## src/rtl/cmult_pkg.sv

```systemverilog
// cmult_pkg: shared latency constant and round/saturate helpers for cmult_stream
package cmult_pkg;
  localparam int LATENCY = 6;
  typedef struct packed {
    logic signed [63:0] v;
    logic               ovf;
  } sat_t;
  function automatic int full_width(input int a_w, input int b_w);
    return a_w + b_w + 1;
  endfunction
  // round-half-up: bias by half an LSB of the kept part, then arithmetic shift
  function automatic logic signed [63:0] round_shift(input logic signed [63:0] x, input int sh);
    return (sh > 0) ? (x + (64'sd1 <<< (sh - 1))) >>> sh : x;
  endfunction
  function automatic sat_t saturate(input logic signed [63:0] x, input int ow);
    logic signed [63:0] hi, lo;
    sat_t s;
    hi = (64'sd1 <<< (ow - 1)) - 64'sd1;
    lo = -hi - 64'sd1;
    if (x > hi) s = '{v: hi, ovf: 1'b1};
    else if (x < lo) s = '{v: lo, ovf: 1'b1};
    else s = '{v: x, ovf: 1'b0};
    return s;
  endfunction
endpackage

```

## src/rtl/cmult_stream_if.sv

```systemverilog
// cmult_stream_if: operand/result stream bundle with valid/ready handshakes
//   slave  : the multiplier's view (operands in, results out)
//   master : the producer/consumer view
interface cmult_stream_if #(
  parameter int A_WIDTH    = 16,
  parameter int B_WIDTH    = 18,
  parameter int OUT_WIDTH  = 16,
  parameter int USER_WIDTH = 8
);
  logic signed [A_WIDTH-1:0]   ar_i, ai_i;
  logic signed [B_WIDTH-1:0]   br_i, bi_i;
  logic                        conj_i;
  logic [USER_WIDTH-1:0]       user_i;
  logic                        s_valid_i, s_ready_o;
  logic signed [OUT_WIDTH-1:0] pr_o, pi_o;
  logic [USER_WIDTH-1:0]       user_o;
  logic                        ovf_o;
  logic                        m_valid_o, m_ready_i;
  modport slave (
    input  ar_i, ai_i, br_i, bi_i, conj_i, user_i, s_valid_i, m_ready_i,
    output s_ready_o, pr_o, pi_o, user_o, ovf_o, m_valid_o
  );
  modport master (
    output ar_i, ai_i, br_i, bi_i, conj_i, user_i, s_valid_i, m_ready_i,
    input  s_ready_o, pr_o, pi_o, user_o, ovf_o, m_valid_o
  );
endinterface

```

## src/rtl/cmult_round_sat.sv

```systemverilog
// cmult_round_sat: two-stage round-half-up shift then saturate of one component
//   clk_i/rst_i : clock, sync active-high reset (clears output register only)
//   i_en        : pipeline advance
//   i_x         : full-precision signed input
//   o_y/o_ovf   : registered saturated result and clamp flag
module cmult_round_sat
  import cmult_pkg::*;
#(
  parameter int IN_WIDTH  = 35,
  parameter int OUT_WIDTH = 16,
  parameter int SHIFT     = 15
) (
  input  logic                        clk_i,
  input  logic                        rst_i,
  input  logic                        i_en,
  input  logic signed [IN_WIDTH-1:0]  i_x,
  output logic signed [OUT_WIDTH-1:0] o_y,
  output logic                        o_ovf
);
  // one extra bit holds the rounding carry before the shift drops SHIFT bits
  localparam int RW = IN_WIDTH + 1 - SHIFT;
  logic signed [RW-1:0] r_rnd;
  sat_t w_sat;
  assign w_sat = saturate(64'(r_rnd), OUT_WIDTH);
  always_ff @(posedge clk_i)
    if (i_en) r_rnd <= RW'(round_shift(64'(i_x), SHIFT));
  always_ff @(posedge clk_i)
    if (rst_i) begin
      o_y   <= '0;
      o_ovf <= 1'b0;
    end else if (i_en) begin
      o_y   <= OUT_WIDTH'(w_sat.v);
      o_ovf <= w_sat.ovf;
    end
endmodule

```

## src/rtl/cmult_stream.sv

```systemverilog
// cmult_stream: 6-stage streaming complex multiplier, A*B or A*conj(B), rounded and saturated
//   clk_i : clock
//   rst_i : sync active-high reset, flushes all in-flight samples
//   bus   : operands/conj/user + s_valid/s_ready in; pr/pi/user/ovf + m_valid/m_ready out
module cmult_stream
  import cmult_pkg::*;
#(
  parameter int A_WIDTH    = 16,
  parameter int B_WIDTH    = 18,
  parameter int OUT_WIDTH  = 16,
  parameter int SHIFT      = 15,
  parameter int USER_WIDTH = 8
) (
  input logic           clk_i,
  input logic           rst_i,
  cmult_stream_if.slave bus
);
  localparam int FW  = full_width(A_WIDTH, B_WIDTH);
  localparam int PW  = FW + 1;
  localparam int AW1 = A_WIDTH + 1;
  localparam int BW1 = B_WIDTH + 1;
  localparam int BW2 = B_WIDTH + 2;
  if (SHIFT + OUT_WIDTH > FW || SHIFT >= FW || FW >= 64) begin : g_bad_params
    $error("cmult_stream: parameters need SHIFT+OUT_WIDTH <= FW, SHIFT < FW and FW < 64");
  end
  logic                    w_en, w_ovf_r, w_ovf_i;
  logic [LATENCY-1:0]      r_v;
  logic [USER_WIDTH-1:0]   r_user [LATENCY-1];
  logic [USER_WIDTH-1:0]   r_user_o;
  logic signed [A_WIDTH-1:0] r1_ar, r1_ai, r2_ar, r2_ai;
  logic signed [B_WIDTH-1:0] r1_br, r1_bi;
  logic                    r1_conj;
  logic signed [BW1-1:0]   w_bn, r2_bn;
  logic signed [AW1-1:0]   r2_d;
  logic signed [BW2-1:0]   r2_sr, r2_sp;
  logic signed [PW-1:0]    r3_mc, r3_mr, r3_mi;
  logic signed [FW-1:0]    r4_fr, r4_fi;
  // the whole pipeline moves together; it only freezes when a result is waiting
  assign w_en          = bus.m_ready_i | ~r_v[LATENCY-1];
  assign bus.s_ready_o = w_en;
  assign bus.m_valid_o = r_v[LATENCY-1];
  assign bus.user_o    = r_user_o;
  assign bus.ovf_o     = w_ovf_r | w_ovf_i;
  // conjugation is folded in by negating bi once; the rest of the datapath is mode-free
  assign w_bn = r1_conj ? -BW1'(r1_bi) : BW1'(r1_bi);
  // pr = ar*(br-bn) + bn*(ar-ai), pi = ai*(br+bn) + bn*(ar-ai)
  always_ff @(posedge clk_i)
    if (w_en) begin
      r1_ar     <= bus.ar_i;
      r1_ai     <= bus.ai_i;
      r1_br     <= bus.br_i;
      r1_bi     <= bus.bi_i;
      r1_conj   <= bus.conj_i;
      r2_ar     <= r1_ar;
      r2_ai     <= r1_ai;
      r2_bn     <= w_bn;
      r2_d      <= AW1'(r1_ar) - AW1'(r1_ai);
      r2_sr     <= BW2'(r1_br) - BW2'(w_bn);
      r2_sp     <= BW2'(r1_br) + BW2'(w_bn);
      r3_mc     <= PW'(r2_d) * PW'(r2_bn);
      r3_mr     <= PW'(r2_ar) * PW'(r2_sr);
      r3_mi     <= PW'(r2_ai) * PW'(r2_sp);
      r4_fr     <= FW'(r3_mr + r3_mc);
      r4_fi     <= FW'(r3_mi + r3_mc);
      r_user[0] <= bus.user_i;
      for (int k = 1; k < LATENCY - 1; k++) r_user[k] <= r_user[k-1];
    end
  always_ff @(posedge clk_i)
    if (rst_i) begin
      r_v      <= '0;
      r_user_o <= '0;
    end else if (w_en) begin
      r_v      <= {r_v[LATENCY-2:0], bus.s_valid_i};
      r_user_o <= r_user[LATENCY-2];
    end
  cmult_round_sat #(.IN_WIDTH(FW), .OUT_WIDTH(OUT_WIDTH), .SHIFT(SHIFT)) u_rs_r (
    .clk_i(clk_i), .rst_i(rst_i), .i_en(w_en), .i_x(r4_fr), .o_y(bus.pr_o), .o_ovf(w_ovf_r)
  );
  cmult_round_sat #(.IN_WIDTH(FW), .OUT_WIDTH(OUT_WIDTH), .SHIFT(SHIFT)) u_rs_i (
    .clk_i(clk_i), .rst_i(rst_i), .i_en(w_en), .i_x(r4_fi), .o_y(bus.pi_o), .o_ovf(w_ovf_i)
  );
endmodule
```

## src/flat_wrapper.sv

```systemverilog
// flat-port wrapper written by rule: the top's interface ports become plain ports
module cmult_stream_flat import cmult_pkg::*;
#(
  parameter int A_WIDTH    = 16,
  parameter int B_WIDTH    = 18,
  parameter int OUT_WIDTH  = 16,
  parameter int SHIFT      = 15,
  parameter int USER_WIDTH = 8
)
  (clk_i, rst_i, bus_ar_i, bus_ai_i, bus_br_i, bus_bi_i, bus_conj_i, bus_user_i, bus_s_valid_i, bus_m_ready_i, bus_s_ready_o, bus_pr_o, bus_pi_o, bus_user_o, bus_ovf_o, bus_m_valid_o);
  cmult_stream_if #(.A_WIDTH(A_WIDTH), .B_WIDTH(B_WIDTH), .OUT_WIDTH(OUT_WIDTH), .USER_WIDTH(USER_WIDTH)) bus_i ();
  input logic clk_i;
  input logic rst_i;
  input wire logic [$bits(bus_i.ar_i)-1:0] bus_ar_i;
  input wire logic [$bits(bus_i.ai_i)-1:0] bus_ai_i;
  input wire logic [$bits(bus_i.br_i)-1:0] bus_br_i;
  input wire logic [$bits(bus_i.bi_i)-1:0] bus_bi_i;
  input wire logic [$bits(bus_i.conj_i)-1:0] bus_conj_i;
  input wire logic [$bits(bus_i.user_i)-1:0] bus_user_i;
  input wire logic [$bits(bus_i.s_valid_i)-1:0] bus_s_valid_i;
  input wire logic [$bits(bus_i.m_ready_i)-1:0] bus_m_ready_i;
  output wire logic [$bits(bus_i.s_ready_o)-1:0] bus_s_ready_o;
  output wire logic [$bits(bus_i.pr_o)-1:0] bus_pr_o;
  output wire logic [$bits(bus_i.pi_o)-1:0] bus_pi_o;
  output wire logic [$bits(bus_i.user_o)-1:0] bus_user_o;
  output wire logic [$bits(bus_i.ovf_o)-1:0] bus_ovf_o;
  output wire logic [$bits(bus_i.m_valid_o)-1:0] bus_m_valid_o;
  assign bus_i.ar_i = bus_ar_i;
  assign bus_i.ai_i = bus_ai_i;
  assign bus_i.br_i = bus_br_i;
  assign bus_i.bi_i = bus_bi_i;
  assign bus_i.conj_i = bus_conj_i;
  assign bus_i.user_i = bus_user_i;
  assign bus_i.s_valid_i = bus_s_valid_i;
  assign bus_i.m_ready_i = bus_m_ready_i;
  assign bus_s_ready_o = bus_i.s_ready_o;
  assign bus_pr_o = bus_i.pr_o;
  assign bus_pi_o = bus_i.pi_o;
  assign bus_user_o = bus_i.user_o;
  assign bus_ovf_o = bus_i.ovf_o;
  assign bus_m_valid_o = bus_i.m_valid_o;
  cmult_stream #(.A_WIDTH(A_WIDTH), .B_WIDTH(B_WIDTH), .OUT_WIDTH(OUT_WIDTH), .SHIFT(SHIFT), .USER_WIDTH(USER_WIDTH)) u_core (.clk_i(clk_i), .rst_i(rst_i), .bus(bus_i));
endmodule
```

## config.mk

```make
export PLATFORM = sky130hd
export DESIGN_NAME = cmult_stream_flat
export DESIGN_NICKNAME = d
export VERILOG_FILES = /design/src/rtl/cmult_pkg.sv /design/src/rtl/cmult_stream_if.sv /design/src/rtl/cmult_round_sat.sv /design/src/rtl/cmult_stream.sv /design/src/flat_wrapper.sv
export SDC_FILE = /design/constraint.sdc
export NUM_CORES = 2
export LEC_CHECK = 0
export BUFFER_PORTS_ARGS = -buffer_cell sky130_fd_sc_hd__buf_2
export CAP_MARGIN = 20
export CORE_MARGIN = 8
export CORE_UTILIZATION = 35
export CTS_CLUSTER_SIZE = 24
export DETAILED_ROUTE_END_ITERATION = 8
export MAX_ROUTING_LAYER = met4
export SLEW_MARGIN = 20
export SYNTH_ARGS = -nofsm -noshare
export SYNTH_HDL_FRONTEND = slang
export SYNTH_SLANG_ARGS = --single-unit
```

## constraint.sdc

```tcl
create_clock -name clk_i -period 31.5 [get_ports clk_i]
set_input_delay 4.725 -clock clk_i [delete_from_list [all_inputs] [get_ports clk_i]]
set_output_delay 4.725 -clock clk_i [all_outputs]
set_load 0.05 [all_outputs]
```

-- Word level (Yosys, flattened, before mapping)
Memories as Yosys holds them, arrays and structs flattened. A register that Yosys moved wholly into a read port is not among the register bits.
Index checks and enable logic that the tools add are counted.
- output and inout bits: 43
- memories: 1
- bits in writable memories: 40
- flip-flop bits (word level): 434
- word-level logic and storage cells: 49
- bits in latches: 0
- bits of input ports: 81
- ROM bits: 0
- reduce and logical (&&, ||, !) cells: 0
- div/mod/pow operators: 0
- bitwise logic cells: 3
- $lt $le $gt $ge: 4
- mux-type cells: 7
- $add $sub $neg: 8
- equality and inequality tests: 0
- shift operators: 0
- multiply operators: 3
- memories (name ; words ; width ; rd ports ; clocked after Yosys merged registers in ; wr ports ; RTL line ; source):
    u_core.r_user ; 5 ; 8 ; 5 ; 1 ; 5 ; cmult_stream.sv:28 ; logic [USER_WIDTH-1:0] r_user [LATENCY-1];
- operator list (cell ; number):
    $add A35 B16 Y36 const B ; 2
    $add A35 B35 Y35 ; 2
    $mul A16 B20 Y35 ; 2
    $mux W17 ; 4
    $gt A21 B16 Y1 const B ; 2
    $lt A21 B16 Y1 const B ; 2
    $mul A17 B19 Y35 ; 1
    $add A18 B19 Y20 ; 1
    $sub A18 B19 Y20 ; 1
    $mux W19 ; 1
    $neg A18 Y19 ; 1
    $sub A16 B16 Y17 ; 1
    $mux W1 ; 2
    $or A1 B1 Y1 ; 2
    $not A1 Y1 ; 1

-- Logic depth before layout (Yosys ltp)
- depth in word-level cells: 4
- gate-level depth with buffers: 25
- gate-level depth less buffers: 24

-- Hierarchy
Synthesis repeated with hierarchy kept, for this count alone.
- cell total of the unflattened synthesis: 5473
- area, all modules: 56365.3 µm²
- modules (own cells, without submodules) (module ; times used ; area an instance (µm²) ; seq. area each (µm²) ; cells each):
    cmult_stream ; 1 ; 52892.0 ; 12021.5 ; 5161
    cmult_round_sat ; 2 ; 1736.7 ; 970.9 ; 156

-- Least setup slack after synthesis
No wires, ideal clock.
- path type: in2out
- start: in bus_m_ready_i
- end: out bus_s_ready_o
- cell stages on the path: 4
- data required time: 26.775 ns
- setup slack: 10.235 ns
- buffers on the path: 2
- data arrival time: 16.540 ns
- path through: nor2b_1 -> clkbuf_1 -> clkinv_1 -> clkbuf_1
- longest elaborated chain between the ends: 1
- RTL lines (item ; RTL line ; source):
    start: declaration ; flat_wrapper.sv:21 ; input wire logic [$bits(bus_i.m_ready_i)-1:0] bus_m_ready_i;
    $or A1 B1 Y1 ; cmult_stream.sv:39 ; assign w_en = bus.m_ready_i | ~r_v[LATENCY-1];
    end: declaration ; flat_wrapper.sv:22 ; output wire logic [$bits(bus_i.s_ready_o)-1:0] bus_s_ready_o;
Every way passes these cells.

-- Worst setup path after layout
Ends and elaborated chain as after synthesis.

==> impl_metrics.tcl <==
set metrics [dict create \
    cts.clk_slew.worst_paths_ns 0.05 \
    hold_end "u_core.r_user[4][2]" \
    yosysSeqAreaShare 0.241 \
    drive_gt1_frac 0.0454 \
    ctsHoldBuffers 0 \
    timing.rr.end "u_core.r3_mr[33]" \
    place.gp.congestion 0.893 \
    drcViolationCount 0 \
    cts_buffers 52 \
    die_y_um 410 \
    regToRegStartpoint "u_core.r2_ar[1]" \
    synth_cell_types 74 \
    detail_route.wl_per_cell_um 18.3 \
    nets 6723 \
    rsz0062_at_grt "false" \
    grt_pass1_wl_um 216000 \
    tightest_slew_ns 1.06 \
    status "completed" \
    boundaryPins 124 \
    grt_max_degree 122 \
    vias_per_cell 4.81 \
    ant_nets 0 \
    vias 35600 \
    yosys.area.top_type "fa_1" \
    min_period_ns 10.72 \
    endpoint_kind "primary output" \
    synthArstFlopShare 0 \
    grt_use_total 0.167 \
    yosys-top-cells-area "fa_1 (35%), edfxtp_1 (22%), ha_1 (8.9%)" \
    root_buffer "clkbuf_16" \
    maxSlewHeadroom 0.291 \
    hp-start "u_core.r_user[3][2]" \
    portBuffers 123 \
    drv_cap 0 \
    detailed_place_hpwl_um 110000 \
    start_kind "input port" \
    cts.htree.levels 2 \
    ys_top_cells_by_count "inv_1 (1,084), fa_1 (947), nand2_1 (579)" \
    core_um2 154000 \
    firstDrtPassIters 5 \
    synth_top_flop_cell "edfxtp_1" \
    rows 144 \
    die-area_um2 168000 \
    cts_setup_buffers 0 \
    syn_area_um2 54400 \
    synthToLayoutAreaGrowth_pct 7.91 \
    clock_path_buffers 3 \
    syn_avg_cell_area_um2 10.3 \
    worstPathRequired_ns 26.78 \
    ys_ff_latch 453 \
    fmax_mhz 93.3 \
    postSynthNetCount 6705 \
    finalMaxSlewViolations 0 \
    clock_sinks 453 \
    antenna_found_initial 5 \
    drt-initial-drc-count 2369 \
    synth-edff-count 405 \
    fin_worst_skew_ns 0.0233 \
    totalWireLength_um 135000 \
    whs_path_depth 0 \
    crit_type "input port to primary output" \
    grt_pass1_vias 38200 \
    critPathArrivalTime_ns 6.00 \
    ys_warn_count 0 \
    fin_setup_tns_ns 0 \
    setup_viol 0 \
    worstRegToRegCells 20 \
    yosys.cell_count.top_type "inv_1" \
    cts_tree "built" \
    synth_top_area_frac 0.349 \
    die_w_um 410 \
    finalHoldViolCount 0 \
    r2r_slack_ns 23.80 \
    syn_inst 5291 \
    overflow 0 \
    cp_max_fo 121 \
    start_util 0.353 \
    insertion_delay_ns 0.62 \
    ctsResizeCount 0 \
    timing.final.crit_share 0.340 \
    holdCritPathClass "flop to flop" \
]
worst max-delay path, stage by stage:
cell	delay [ns]
buf_2	0.08
nor2b_1	0.04
buf_4	0.20
inv_8	0.51
buf_2	0.41
worst max-delay path by stage:
stage	endpoint	startpoint	slack (ns)
floorplan	bus_s_ready_o	bus_m_ready_i	10.24
global placement	bus_s_ready_o	bus_m_ready_i	20.70
detailed placement	bus_s_ready_o	bus_m_ready_i	20.70
CTS	bus_s_ready_o	bus_m_ready_i	20.69
global route	bus_s_ready_o	bus_m_ready_i	20.62
finish	bus_s_ready_o	bus_m_ready_i	20.78
per-layer routing:
metal | vias up | track usage | share of wire
met4 | 0 | 0.0649 | 0.051
met5 | - | - | 0
met3 | 206 | 0.0243 | 0.052
met2 | 890 | 0.269 | 0.46
li1 | 16400 | - | -
met1 | 18100 | 0.214 | 0.44
per-stage QoR:
stage	area [µm²]	std cells	hold slack [ns]	worst slack, ns	utilization
floorplan	54400	5291	0.400	10.24	-
global placement	57000	7299	0.402	20.70	0.370
detailed placement	57000	7299	0.405	20.70	0.370
finish	58700	7398	0.417	20.78	0.380
CTS	58700	7395	0.419	20.69	0.380
global route	58700	7397	0.426	20.62	0.380
cell type report:
cell class | count | area [µm²]
antenna | 3 | 7.51
clock buffer | 61 | 1350
clock inverter | 35 | 288
fill | 15400 | 95600
inverter | 1085 | 4080
multi-input combinational | 3573 | 36500
sequential | 453 | 13100
tap | 2044 | 2560
timing repair buffer | 144 | 773
state kept, by name, summed over array words and instances, names as in the netlist, 19 cells and up:
signal	cells
u_core.r3_mi	35
u_core.r_user	40
u_core.r3_mr	35
u_core.r3_mc	35
u_core.r4_fi	21
u_core.r4_fr	21
u_core.u_rs_i.r_rnd	21
u_core.r2_bn	19
u_core.r2_sp	20
u_core.r2_sr	19
u_core.u_rs_r.r_rnd	21
logic make-up after synthesis:
family | count (synthesis) | synth area share
muxes | 3 | 0.000575
buffers and inverters | 1265 | 0.0874
DFF | 453 | 0.241
adders and majority gates | 1333 | 0.437
and+or+nand+nor | 1477 | 0.132
xor gates and xnor gates | 253 | 0.0408
AOI/OAI and AO/OA | 507 | 0.0608
layout by cell type, fill, tap and decap left out, drive strengths merged, types with 12 or more instances in the layout:
cell type / n
nor3: 72
clkbuf: 61
a21oi: 173
nand4: 13
a31oi: 18
and3: 22
o21ai: 82
inv: 1089
nor2: 207
xor2: 59
o21bai: 30
nand3: 42
nand2: 579
xnor2: 194
ha: 386
or3: 12
edfxtp: 405
a211oi: 15
fa: 947
buf: 144
nand2b: 31
dfxtp: 48
a21o: 66
nor2b: 23
and2: 442
clkinv: 25
o21a: 31
Power is left out: the tool's default activity adds up to more than one toggle a clock period on the data nets, which glitch-free logic cannot reach.
